`src/rtl/instr_loader.sv`:
```
// instr_loader: packs a byte stream into 21-bit words and writes them to instruction memory.
// Optional checksum gate on CPU release: define INSTR_LOADER_CHECKSUM_EN.
module instr_loader #(
  parameter int WORD_COUNT = 256
) (
  input  logic        CLK,
  input  logic        RST,
  input  logic        START,
  input  logic [7:0]  BYTE_IN,
  input  logic        BYTE_VALID,
  output logic        BYTE_READY,
  output logic        WR_EN,
  output logic [7:0]  WR_ADDR,
  output logic [20:0] WR_DATA,
  output logic        CPU_HOLD,
  output logic        DONE,
  output logic        ERROR
);

  typedef enum logic [2:0] {
    S_IDLE, S_B0, S_B1, S_B2, S_WRITE, S_CHECK, S_DONE, S_ERR
  } state_t;

  localparam logic [7:0] LAST = 8'(WORD_COUNT - 1);

  state_t     state;
  state_t     nxt;
  logic [4:0] hi;
  logic [7:0] mid;
  logic       restart;

  assign restart = START &&
    (state == S_IDLE || state == S_DONE || state == S_ERR);

`ifdef INSTR_LOADER_CHECKSUM_EN
  logic [7:0] csum;
  logic       sum_ok;
  assign sum_ok = (8'(csum + BYTE_IN) == 8'd0);
`endif

  // State register
  always_ff @(posedge CLK or posedge RST) begin
    if (RST) state <= S_IDLE;
    else     state <= nxt;
  end

  // Next-state logic; byte states wait for BYTE_VALID
  always_comb begin
    nxt = state;
    unique case (state)
      S_IDLE, S_DONE, S_ERR: if (START) nxt = S_B0;
      S_B0:    if (BYTE_VALID) nxt = S_B1;
      S_B1:    if (BYTE_VALID) nxt = S_B2;
      S_B2:    if (BYTE_VALID) nxt = S_WRITE;
      S_WRITE: begin
        if (WR_ADDR == LAST) begin
`ifdef INSTR_LOADER_CHECKSUM_EN
          nxt = S_CHECK;
`else
          nxt = S_DONE;
`endif
        end else begin
          nxt = S_B0;
        end
      end
`ifdef INSTR_LOADER_CHECKSUM_EN
      S_CHECK: if (BYTE_VALID) nxt = sum_ok ? S_DONE : S_ERR;
`endif
      default: nxt = S_IDLE;
    endcase
  end

  // Word assembly and address counter; WR_DATA only changes on entry to WRITE
  always_ff @(posedge CLK or posedge RST) begin
    if (RST) begin
      hi      <= '0;
      mid     <= '0;
      WR_DATA <= '0;
      WR_ADDR <= '0;
    end else begin
      if (restart) WR_ADDR <= '0;
      if (state == S_B0 && BYTE_VALID) hi <= BYTE_IN[4:0];
      if (state == S_B1 && BYTE_VALID) mid <= BYTE_IN;
      if (state == S_B2 && BYTE_VALID) WR_DATA <= {hi, mid, BYTE_IN};
      if (state == S_WRITE && WR_ADDR != LAST) WR_ADDR <= WR_ADDR + 8'd1;
    end
  end

`ifdef INSTR_LOADER_CHECKSUM_EN
  // Running byte sum over all data bytes of the current image
  always_ff @(posedge CLK or posedge RST) begin
    if (RST) begin
      csum <= '0;
    end else if (restart) begin
      csum <= '0;
    end else if (BYTE_VALID &&
                 (state == S_B0 || state == S_B1 || state == S_B2)) begin
      csum <= csum + BYTE_IN;
    end
  end

  assign ERROR = (state == S_ERR);
`else
  assign ERROR = 1'b0;
`endif

  assign BYTE_READY = (state == S_B0) || (state == S_B1) ||
                      (state == S_B2) || (state == S_CHECK);
  assign WR_EN      = (state == S_WRITE);
  assign DONE       = (state == S_DONE);
  assign CPU_HOLD   = (state != S_DONE);

endmodule

```
`config.mk`:
```
export PLATFORM = sky130hd
export DESIGN_NAME = instr_loader
export DESIGN_NICKNAME = d
export VERILOG_FILES = /design/src/rtl/instr_loader.sv
export SDC_FILE = /design/constraint.sdc
export NUM_CORES = 1
export LEC_CHECK = 0
export ABC_AREA = 1
export BUFFER_PORTS_ARGS = -buffer_cell sky130_fd_sc_hd__buf_2
export CAP_MARGIN = 20
export CORE_ASPECT_RATIO = 1.2
export CORE_MARGIN = 4
export CORE_UTILIZATION = 50
export CTS_CLUSTER_SIZE = 12
export DETAILED_ROUTE_END_ITERATION = 12
export PLACE_DENSITY = 0.82
export SLEW_MARGIN = 20
export SYNTH_ARGS = -nofsm -noshare
export SYNTH_HDL_FRONTEND = slang
export SYNTH_SLANG_ARGS = --single-unit
```
`constraint.sdc`:
```
create_clock -name CLK -period 1.5 [get_ports CLK]
set_input_delay 0.3 -clock CLK [delete_from_list [all_inputs] [get_ports CLK]]
set_output_delay 0.3 -clock CLK [all_outputs]
set_load 0.01 [all_outputs]
```
; Word-level counts from Yosys, hierarchy flattened
; Index checks and enable logic that the tools add are counted.
[word_totals]
reg_bits = 45
latchBits = 0
ramBits = 0
mem_bits_ro = 0
in_bits = 12
out_inout_bits = 34
memories = 0
[classes]
n_addsub = 1
n_mul = 0
div = 0
order_cmp = 0
eq_ne = 14
shift = 0
n_mux = 8
n_bitwise = 0
n_reduce_logical = 14
[op_table]
columns = cell, count
row1 = 8-bit 2-to-1 mux, 2
row2 = 3-bit 2-to-1 mux, 5
row3 = 3-bit case mux with 5 select lines, 1
row4 = "3-bit equality test, second input constant", 4
row5 = "8-bit by 1-bit adder with 8-bit output, second input constant", 1
row6 = "8-bit equality test, second input constant", 1
row7 = "2-bit != test, second input constant", 4
row8 = "8-bit != test, second input constant", 1
row9 = "3-bit by 2-bit equality test with 1-bit output, second input constant", 2
row10 = 1-bit logical AND, 5
row11 = 1-bit logical OR, 5
row12 = 4-bit AND reduction, 1
row13 = "3-bit by 1-bit equality test with 1-bit output, second input constant", 1
row14 = 3-bit logical NOT, 1
row15 = "3-bit != test, second input constant", 1
row16 = 3-bit OR reduction, 1
row17 = 2-bit nonzero test, 1

; Depth between registers and ports, before layout
; Gate-level depths: netlist of run 1.
[depth]
word_depth = 6
mapped_depth = 8

; Worst setup path before layout of run 1
; OpenSTA, ideal clock, no wires.
[synth_path]
kind = register to output
from = reg state[2]
to = out CPU_HOLD
t_arrival_ns = 1.028
slack_ns = 0.172
path_stages_with_launch = 4
n_path_buf = 0
cell_sequence = dfrtp_1 inv_2 nor3_1 inv_1
[synth_between]
elab_chain_len = 1
[synth_lines]
columns = element, line
row1 = "start, declared", 26  ; state_t state;
row2 = "start signal, assigned", 44  ; else state <= nxt;
row3 = 3-bit != test, 111  ; assign CPU_HOLD = (state != S_DONE);
row4 = "end, declared", 15  ; output logic CPU_HOLD,
; No other way between the ends.

; Final worst setup path of run 1
[layout_path]
from = reg state[1]
to = out WR_EN
[layout_between]
elab_chain_len = 1
[layout_lines]
columns = element, line
row1 = 3-bit equality test, 109  ; assign WR_EN = (state == S_WRITE);
row2 = "end, declared", 12  ; output logic WR_EN,
; No other way between the ends.

==> results of run 1 <==
==> layout make-up <==
type	count	area (um^2)	area share (%)
tap	56	70.1	2.63
multi-input combinational	152	852	32.0
sequential	45	1130	42.4
clock buffer	5	68.8	2.59
timing repair buffer	58	357	13.4
inverter	39	149	5.60
clock inverter	2	35.0	1.32
==> metrics by stage <==
| stage | hold slack, ps | total power, mW | worst slack [ps] | setup TNS (ps) | instance area [um^2] |
|---|---|---|---|---|---|
| 3_5_place_dp | 351 | 3.77 | 100 | 0 | 2450 |
| 4_1_cts | 26.8 | 4.74 | 14.7 | 0 | 2590 |
| 2_1_floorplan | 453 | 3.27 | 141 | 0 | 2190 |
| 6_report | 17.8 | 4.81 | 11.1 | 0 | 2660 |
| 5_1_grt | 45.4 | 5.20 | -32.3 | -91.2 | 2660 |
| 3_3_place_gp | 348 | 3.69 | 168 | 0 | 2450 |
==> power by group through the flow <==
stage	sequential (mW)	combinational [mW]	clock [mW]
after floorplan	2.04	1.22	0
after global placement	1.98	1.71	0
after detailed placement	1.99	1.78	0
after CTS	1.95	1.89	0.897
after global routing	2.00	2.24	0.952
final	1.94	1.99	0.877
==> how the worst max path moves through the flow <==
stage,slack (ps),start,to,cells after the start
3_5_place_dp,100,WR_ADDR[0],WR_ADDR[6],8
3_3_place_gp,170,WR_ADDR[0],WR_ADDR[6],8
5_1_grt,-30,state[1],BYTE_READY,4
4_1_cts,10,state[2],CPU_HOLD,4
6_report,10,state[1],WR_EN,4
2_1_floorplan,140,RST,WR_ADDR[0],1
==> cell usage in the layout (no fill, tap or decap), drive strengths merged <==
master and count:
buf 58, bufinv 1, clkbuf 5, clkinv 1
conb 1, dfrtp 45, ha 1, inv 39
nand2 77, nand3 22, nand3b 1, nand4 1
nor2 6, nor3 1, o21a 1, o21ai 40
or2 1
==> timing repair <==
action                     in CTS  in global routing
setup endpoints to repair       4                 11
buffers inserted                5                  7
gates resized for setup         2                  3
cloned                          0                  0
==> kinds of logic after synthesis <==
| family | count (synthesis) | share of synthesized area, % |
|---|---|---|
| AOI/OAI and AO/OA | 41 | 14.6 |
| adders and majority gates | 1 | 0.571 |
| buffers and inverters | 46 | 10.1 |
| DFF | 45 | 51.4 |
| other | 1 | 0.171 |
| and+or+nand+nor | 109 | 23.2 |
==> per-layer routing <==
metal	part of all wire (%)	vias up
met1	43	811
met4	1.5	0
li1	-	876
met3	5.2	13
met2	50	45
met5	0	-
==> state kept, by name, summed over array words and instances, names as in the netlist <==
| register | flops |
|---|---|
| WR_DATA | 21 |
| WR_ADDR | 8 |
| mid | 8 |
| state | 3 |
| hi | 5 |
==> critical path, stage by stage, from the launching register on <==
cell and delay, ps:
sky130_fd_sc_hd__dfrtp_1 430, sky130_fd_sc_hd__inv_2 150, sky130_fd_sc_hd__nand3_1 110, sky130_fd_sc_hd__inv_2 110, sky130_fd_sc_hd__buf_6 110
==> out/qor.txt, run 1 <==
=========================================================================================
Run status ................................................................. finished, final reports clean
P_leak .....................................................................      1.45 nW
Avg WL per Cell ............................................................      12.1 um
Number of placed instances, taps included ..................................          338
Critical Path AT ...........................................................      1190 ps
Core occupancy in the finished layout ......................................        62.4%
Final wirelength ...........................................................      4330 um
Largest net degree at the start of global routing ..........................           46
Minimum clock period .......................................................      1490 ps
Sequential cell area fraction in the yosys report ..........................        51.4%
Placer's final routability congestion estimate .............................        0.792
Clock tree from TritonCTS ..................................................         done
First-pass GRT wire length .................................................      7170 um
Initial cell density of the core ...........................................        51.4%
Startpoint class of the critical path ......................................    flip-flop
Peak Freq ..................................................................      672 MHz
Yosys Warn Count ...........................................................            0
Die area ................................................................... 0.00551 mm^2
Most used DFF post-synth ................................................... sky130_fd_sc_hd__dfrtp_1
Cell area after synthesis .................................................. 0.00219 mm^2
Final ANT Viol Nets ........................................................            0
Final critical-path share of the clock period ..............................        99.3%
Launch instance of the worst register-to-register path .....................     state[1]
Endpoints failing setup ....................................................            0
Hold violation total from the final report .................................            0
Number of buffers inserted during clock tree synthesis .....................            5
Crit end category ..........................................................   output pin
Clock insertion delay at the later pin of the skew report ..................       290 ps
Final clock skew ...........................................................      3.54 ps
Internal power .............................................................      2.99 mW
Violation count after the first detailed-routing iteration .................           74
Worst-case register-to-register setup slack ................................       100 ps
Register bit total from synthesis ..........................................           45
Placed wire-length estimate ................................................      2950 um
Clock-pin slew of the registers on the worst-case setup and hold paths .....        80 ps
Type of the setup path with the least slack ................................ flip-flop to output pin
# DRC ......................................................................            0
Via/cell ratio .............................................................         4.89
Antenna fix cells ..........................................................            0
# port buffers .............................................................           44
Final Net Count ............................................................          314
Count of boundary I/O pins .................................................           46
GR met2 Demand/Resource ....................................................        28.7%
Layout cells sized above 1 .................................................        37.9%
Floorplan Core Area ........................................................ 0.00426 mm^2
Top cell types by occurrence after synthesis ............................... sky130_fd_sc_hd__nand2_1, sky130_fd_sc_hd__dfrtp_1, sky130_fd_sc_hd__inv_1
Peak VDD IR ................................................................     0.978 mV
Count of flip-flops with a built-in enable after synthesis .................            0
Worst min path class ....................................................... input pin to async pin
Met3 global-route usage ....................................................        4.20%
Logic gate share of total power ............................................        41.4%
P_sw .......................................................................      1.82 mW
Most area-consuming cells after synthesis .................................. sky130_fd_sc_hd__dfrtp_1, sky130_fd_sc_hd__nand2_1, sky130_fd_sc_hd__o21ai_2
Max_cap viols ..............................................................            0
Number of detailed-route iterations in the first pass ......................            4
Sequential Power Share .....................................................        40.4%
Power share of the clock group .............................................        18.2%
Number of instances in the synthesized netlist .............................          243
Vert. Die Dim ..............................................................      80.5 um
GR peak layer ..............................................................         met2
Number of vias after detailed routing ......................................         1745
Number of filler cells placed in the layout ................................          369
Num Clock Sinks ............................................................           45
End of the worst register-to-register path .................................       mid[6]
Routing usage on met1 ......................................................        20.9%
Total nets after synthesis .................................................          256
Total grt overflow .........................................................            0
Most frequent cell after synthesis ......................................... sky130_fd_sc_hd__nand2_1
Max-slew violation total from the final report .............................            0
Non-filler instance count after layout .....................................          357
Via count of the first global-routing pass .................................         1608
Horizontal extent of the die ...............................................      68.4 um
Leading area contributor after synthesis ................................... sky130_fd_sc_hd__dfrtp_1
Number of buffers added to fix hold violations after cts ...................            0
Maximum level of the CTS H-tree ............................................            2
Synth-to-layout area growth ................................................        21.4%
Fraction of power spent switching nets .....................................        37.8%
Average cell area after synthesis ..........................................    9.02 um^2
Length in cells of the worst reg-to-reg path ...............................            6
Area share of the leading cell type in the synthesized netlist .............        51.4%
CTS Buffer Depth ...........................................................            2
Critical Path RT ...........................................................      1200 ps
Root Buffer ................................................................ sky130_fd_sc_hd__clkbuf_8
Areal power density over the cells ......................................... 1810 mW/mm^2
Global Route Usage Sum .....................................................        17.1%
Maximum fanout along the worst path ........................................            6
Proportion of register bits with asynchronous set or reset after synthesis .         100%
Antenna violations before repair ...........................................            0
Row count ..................................................................           26
Distinct cell type count after synthesis ...................................           24
=========================================================================================
Power figures use the tool's default switching activity.
==> run 2, diff against run 1 <==
CELL_PAD_IN_SITES_DETAIL_PLACEMENT = 1   (was unset)
CELL_PAD_IN_SITES_GLOBAL_PLACEMENT = 1   (was unset)
CORE_UTILIZATION = 40   (was 50)
PLACE_DENSITY = 0.86   (was 0.82)
==> run 2 against run 1 <==
Net effect:
- critical path depth is the same
- sequential power grew 2%
- highest routed layer unchanged
- die area grew 22%
- critical endpoint is now BYTE_READY
- sequential share of layout area shrank 0.38 points
- largest cell class unchanged
==> out/qor.txt, run 2 (same netlist as run 1, synthesis figures left out) <==
=====================================================================================
Largest delay share family, worst path .................................   flip-flops
P_leak .................................................................      1.45 nW   -0.26%
Fraction of power spent switching nets .................................        39.0%   +1.2 points
Antenna fix cells ......................................................            0   unchanged
Critical Path RT .......................................................      1200 ps   about the same
Core occupancy in the finished layout ..................................        50.7%   -12 points
Violation count after the first detailed-routing iteration .............           75   +1.4%
Critical Path AT .......................................................      1140 ps   -50 ps
Synth-to-layout area growth ............................................        22.5%
Clock tree from TritonCTS ..............................................         done
Crit path buf inv count ................................................            2   -1
Via/cell ratio .........................................................         4.91   +0.48%
RSZ-0062 raised after global routing ...................................          yes
Initial cell density of the core .......................................        41.4%   -10 points
Number of buffers inserted during clock tree synthesis .................            5   unchanged
Most common cell after layout, fill and taps aside ..................... sky130_fd_sc_hd__nand2_1
Final ANT Viol Nets ....................................................            0   unchanged
Number of vias after detailed routing ..................................         1778   +1.9%
Die area ............................................................... 0.00673 mm^2   +22%
Final Net Count ........................................................          312   -0.64%
GR peak layer ..........................................................         met2
End of the worst register-to-register path .............................   WR_ADDR[6]
Worst Hold Slack .......................................................      28.3 ps   +10.4 ps
Number of detailed-route iterations in the first pass ..................            4   unchanged
Type of the setup path with the least slack ............................ flip-flop to output pin
Max_cap viols ..........................................................            0   unchanged
Max reg flops ..........................................................           21   unchanged
Row count ..............................................................           29   +12%
Vert. Die Dim ..........................................................      89.1 um   +11%
CTS Buffer Depth .......................................................            2   unchanged
Power share of the clock group .........................................        19.1%   +0.9 points
Length in cells of the worst reg-to-reg path ...........................            8   +2
Clock-pin slew of the registers on the worst-case setup and hold paths .        90 ps   about the same
Total grt overflow .....................................................            0   unchanged
Register with the most flip-flops ......................................      WR_DATA
Internal power .........................................................      2.99 mW   -0.14%
Peak VDD IR ............................................................     0.908 mV   -7.1%
Routing usage on met1 ..................................................        19.9%   -1.0 points
Slowest CP cell ........................................................ sky130_fd_sc_hd__dfrtp_1
Floorplan Core Area .................................................... 0.00530 mm^2   +24%
Maximum fanout along the worst path ....................................            6   unchanged
Run status ............................................................. finished, final reports clean
First-pass GRT wire length .............................................      8360 um   +17%
Via count of the first global-routing pass .............................         1832   +14%
Antenna violations before repair .......................................            0   unchanged
Met3 global-route usage ................................................        2.92%   -1.3 points
Global Route Usage Sum .................................................        16.1%   -1.0 points
Num Clock Sinks ........................................................           45   unchanged
Hold violation total from the final report .............................            0   unchanged
Sequential Power Share .................................................        40.3%   about the same
Longest individual stage delay on the worst path .......................       420 ps   about the same
Avg WL per Cell ........................................................      13.7 um   +12%
Minimum clock period ...................................................      1440 ps   -44.1 ps
Power after layout .....................................................      4.90 mW   +1.8%
Placed wire-length estimate ............................................      3640 um   +23%
GR met2 Demand/Resource ................................................        29.0%   +0.24 points
Count of boundary I/O pins .............................................           46   unchanged
Fin area ............................................................... 0.00268 mm^2   +0.89%
Number of placed instances, taps included ..............................          344   +1.8%
Non-filler instance count after layout .................................          362   +1.4%
Setup crit start .......................................................     state[1]
Commonest cells after routing, fill and taps aside ..................... sky130_fd_sc_hd__nand2_1, sky130_fd_sc_hd__buf_2, sky130_fd_sc_hd__dfrtp_1
Worst min path class ................................................... input pin to async pin
# port buffers .........................................................           44   unchanged
P_sw ...................................................................      1.91 mW   +5.0%
Top Registers .......................................................... WR_DATA (21), WR_ADDR (8), mid (8)
Crit path to ...........................................................   BYTE_READY
# DRC ..................................................................            0   unchanged
Logic gate share of total power ........................................        40.6%   -0.8 points
Final critical-path share of the clock period ..........................        96.3%   -2.9 points
Endpoints failing setup ................................................            0   unchanged
Crit end category ......................................................   output pin
Peak Freq ..............................................................      692 MHz   +3.1%
Max-slew violation total from the final report .........................            0   unchanged
Horizontal extent of the die ...........................................      75.6 um   +10%
Cell Chain, Critical Path .............................................. inv_4 > nand2_2 > o21a_1 > buf_2
Layout cells sized above 1 .............................................        38.3%   +0.46 points
Areal power density over the cells ..................................... 1830 mW/mm^2   +0.89%
Clock insertion delay at the later pin of the skew report ..............       300 ps   about the same
Final wirelength .......................................................      4940 um   +14%
Startpoint class of the critical path ..................................    flip-flop
Launch instance of the worst register-to-register path .................   WR_ADDR[0]
Maximum level of the CTS H-tree ........................................            2   unchanged
Placer's final routability congestion estimate .........................        0.805   +1.6%
Final clock skew .......................................................      7.50 ps   +3.96 ps
Logic depth of the worst path, buffers included ........................            4   unchanged
Largest net degree at the start of global routing ......................           46   unchanged
Root Buffer ............................................................ sky130_fd_sc_hd__clkbuf_8
Area after detailed placement .......................................... 0.00246 mm^2   +0.31%
Worst-case register-to-register setup slack ............................        90 ps   about the same
=====================================================================================
==> run 2: cell type report <==
cell class                 instances  area [um^2]
clock inverter                     3         43.8
multi-input combinational        152          876
inverter                          39          154
clock buffer                       5         68.8
fill                             669         2610
tap                               62         77.6
timing repair buffer              56          335
sequential                        45         1130
==> run 2: worst min-delay path by stage <==
stage,startpoint,to,slack [ps]
floorplan,hi[0],hi[0],450
global placement,RST,WR_DATA[16],360
detailed placement,RST,WR_ADDR[1],360
CTS,RST,hi[2],30
global route,RST,WR_ADDR[1],40
finish,RST,WR_ADDR[1],30
==> run 2: what timing repair did <==
item,CTS,global route
pin swaps,0,2
setup buffers,4,6
hold buffers,0,0
endpoints found under the hold margin,0,0
resized for setup,3,7
endpoints found under the setup margin,4,9
==> run 2: power groups by stage <==
stage                     Sequential (mW)  Combinational, mW  Clock [mW]
after global routing                 2.05               2.25        1.02
after global placement               1.99               1.73           0
after CTS                            1.96               1.93       0.975
after floorplan                      2.04               1.22           0
final                                1.98               1.99       0.933
after detailed placement             2.02               1.82           0
==> run 2: routing by layer <==
layer,share of wire [%],vias to the layer above
met5,0,-
met4,0.63,0
met3,3.9,4
met2,54,33
met1,41,868
li1,-,873
==> run 2: tightest hold or removal path: cells and delay by family <==
kind / cells / cell delay (ps)
buffers and inverters: 3 / 400
==> run 2: stage by stage <==
stage	TNS [ps]	setup WS, ps
2_1_floorplan	0	141
3_3_place_gp	0	166
3_5_place_dp	0	97.3
4_1_cts	0	7.88
5_1_grt	-6.28	-3.92
6_report	0	55.2
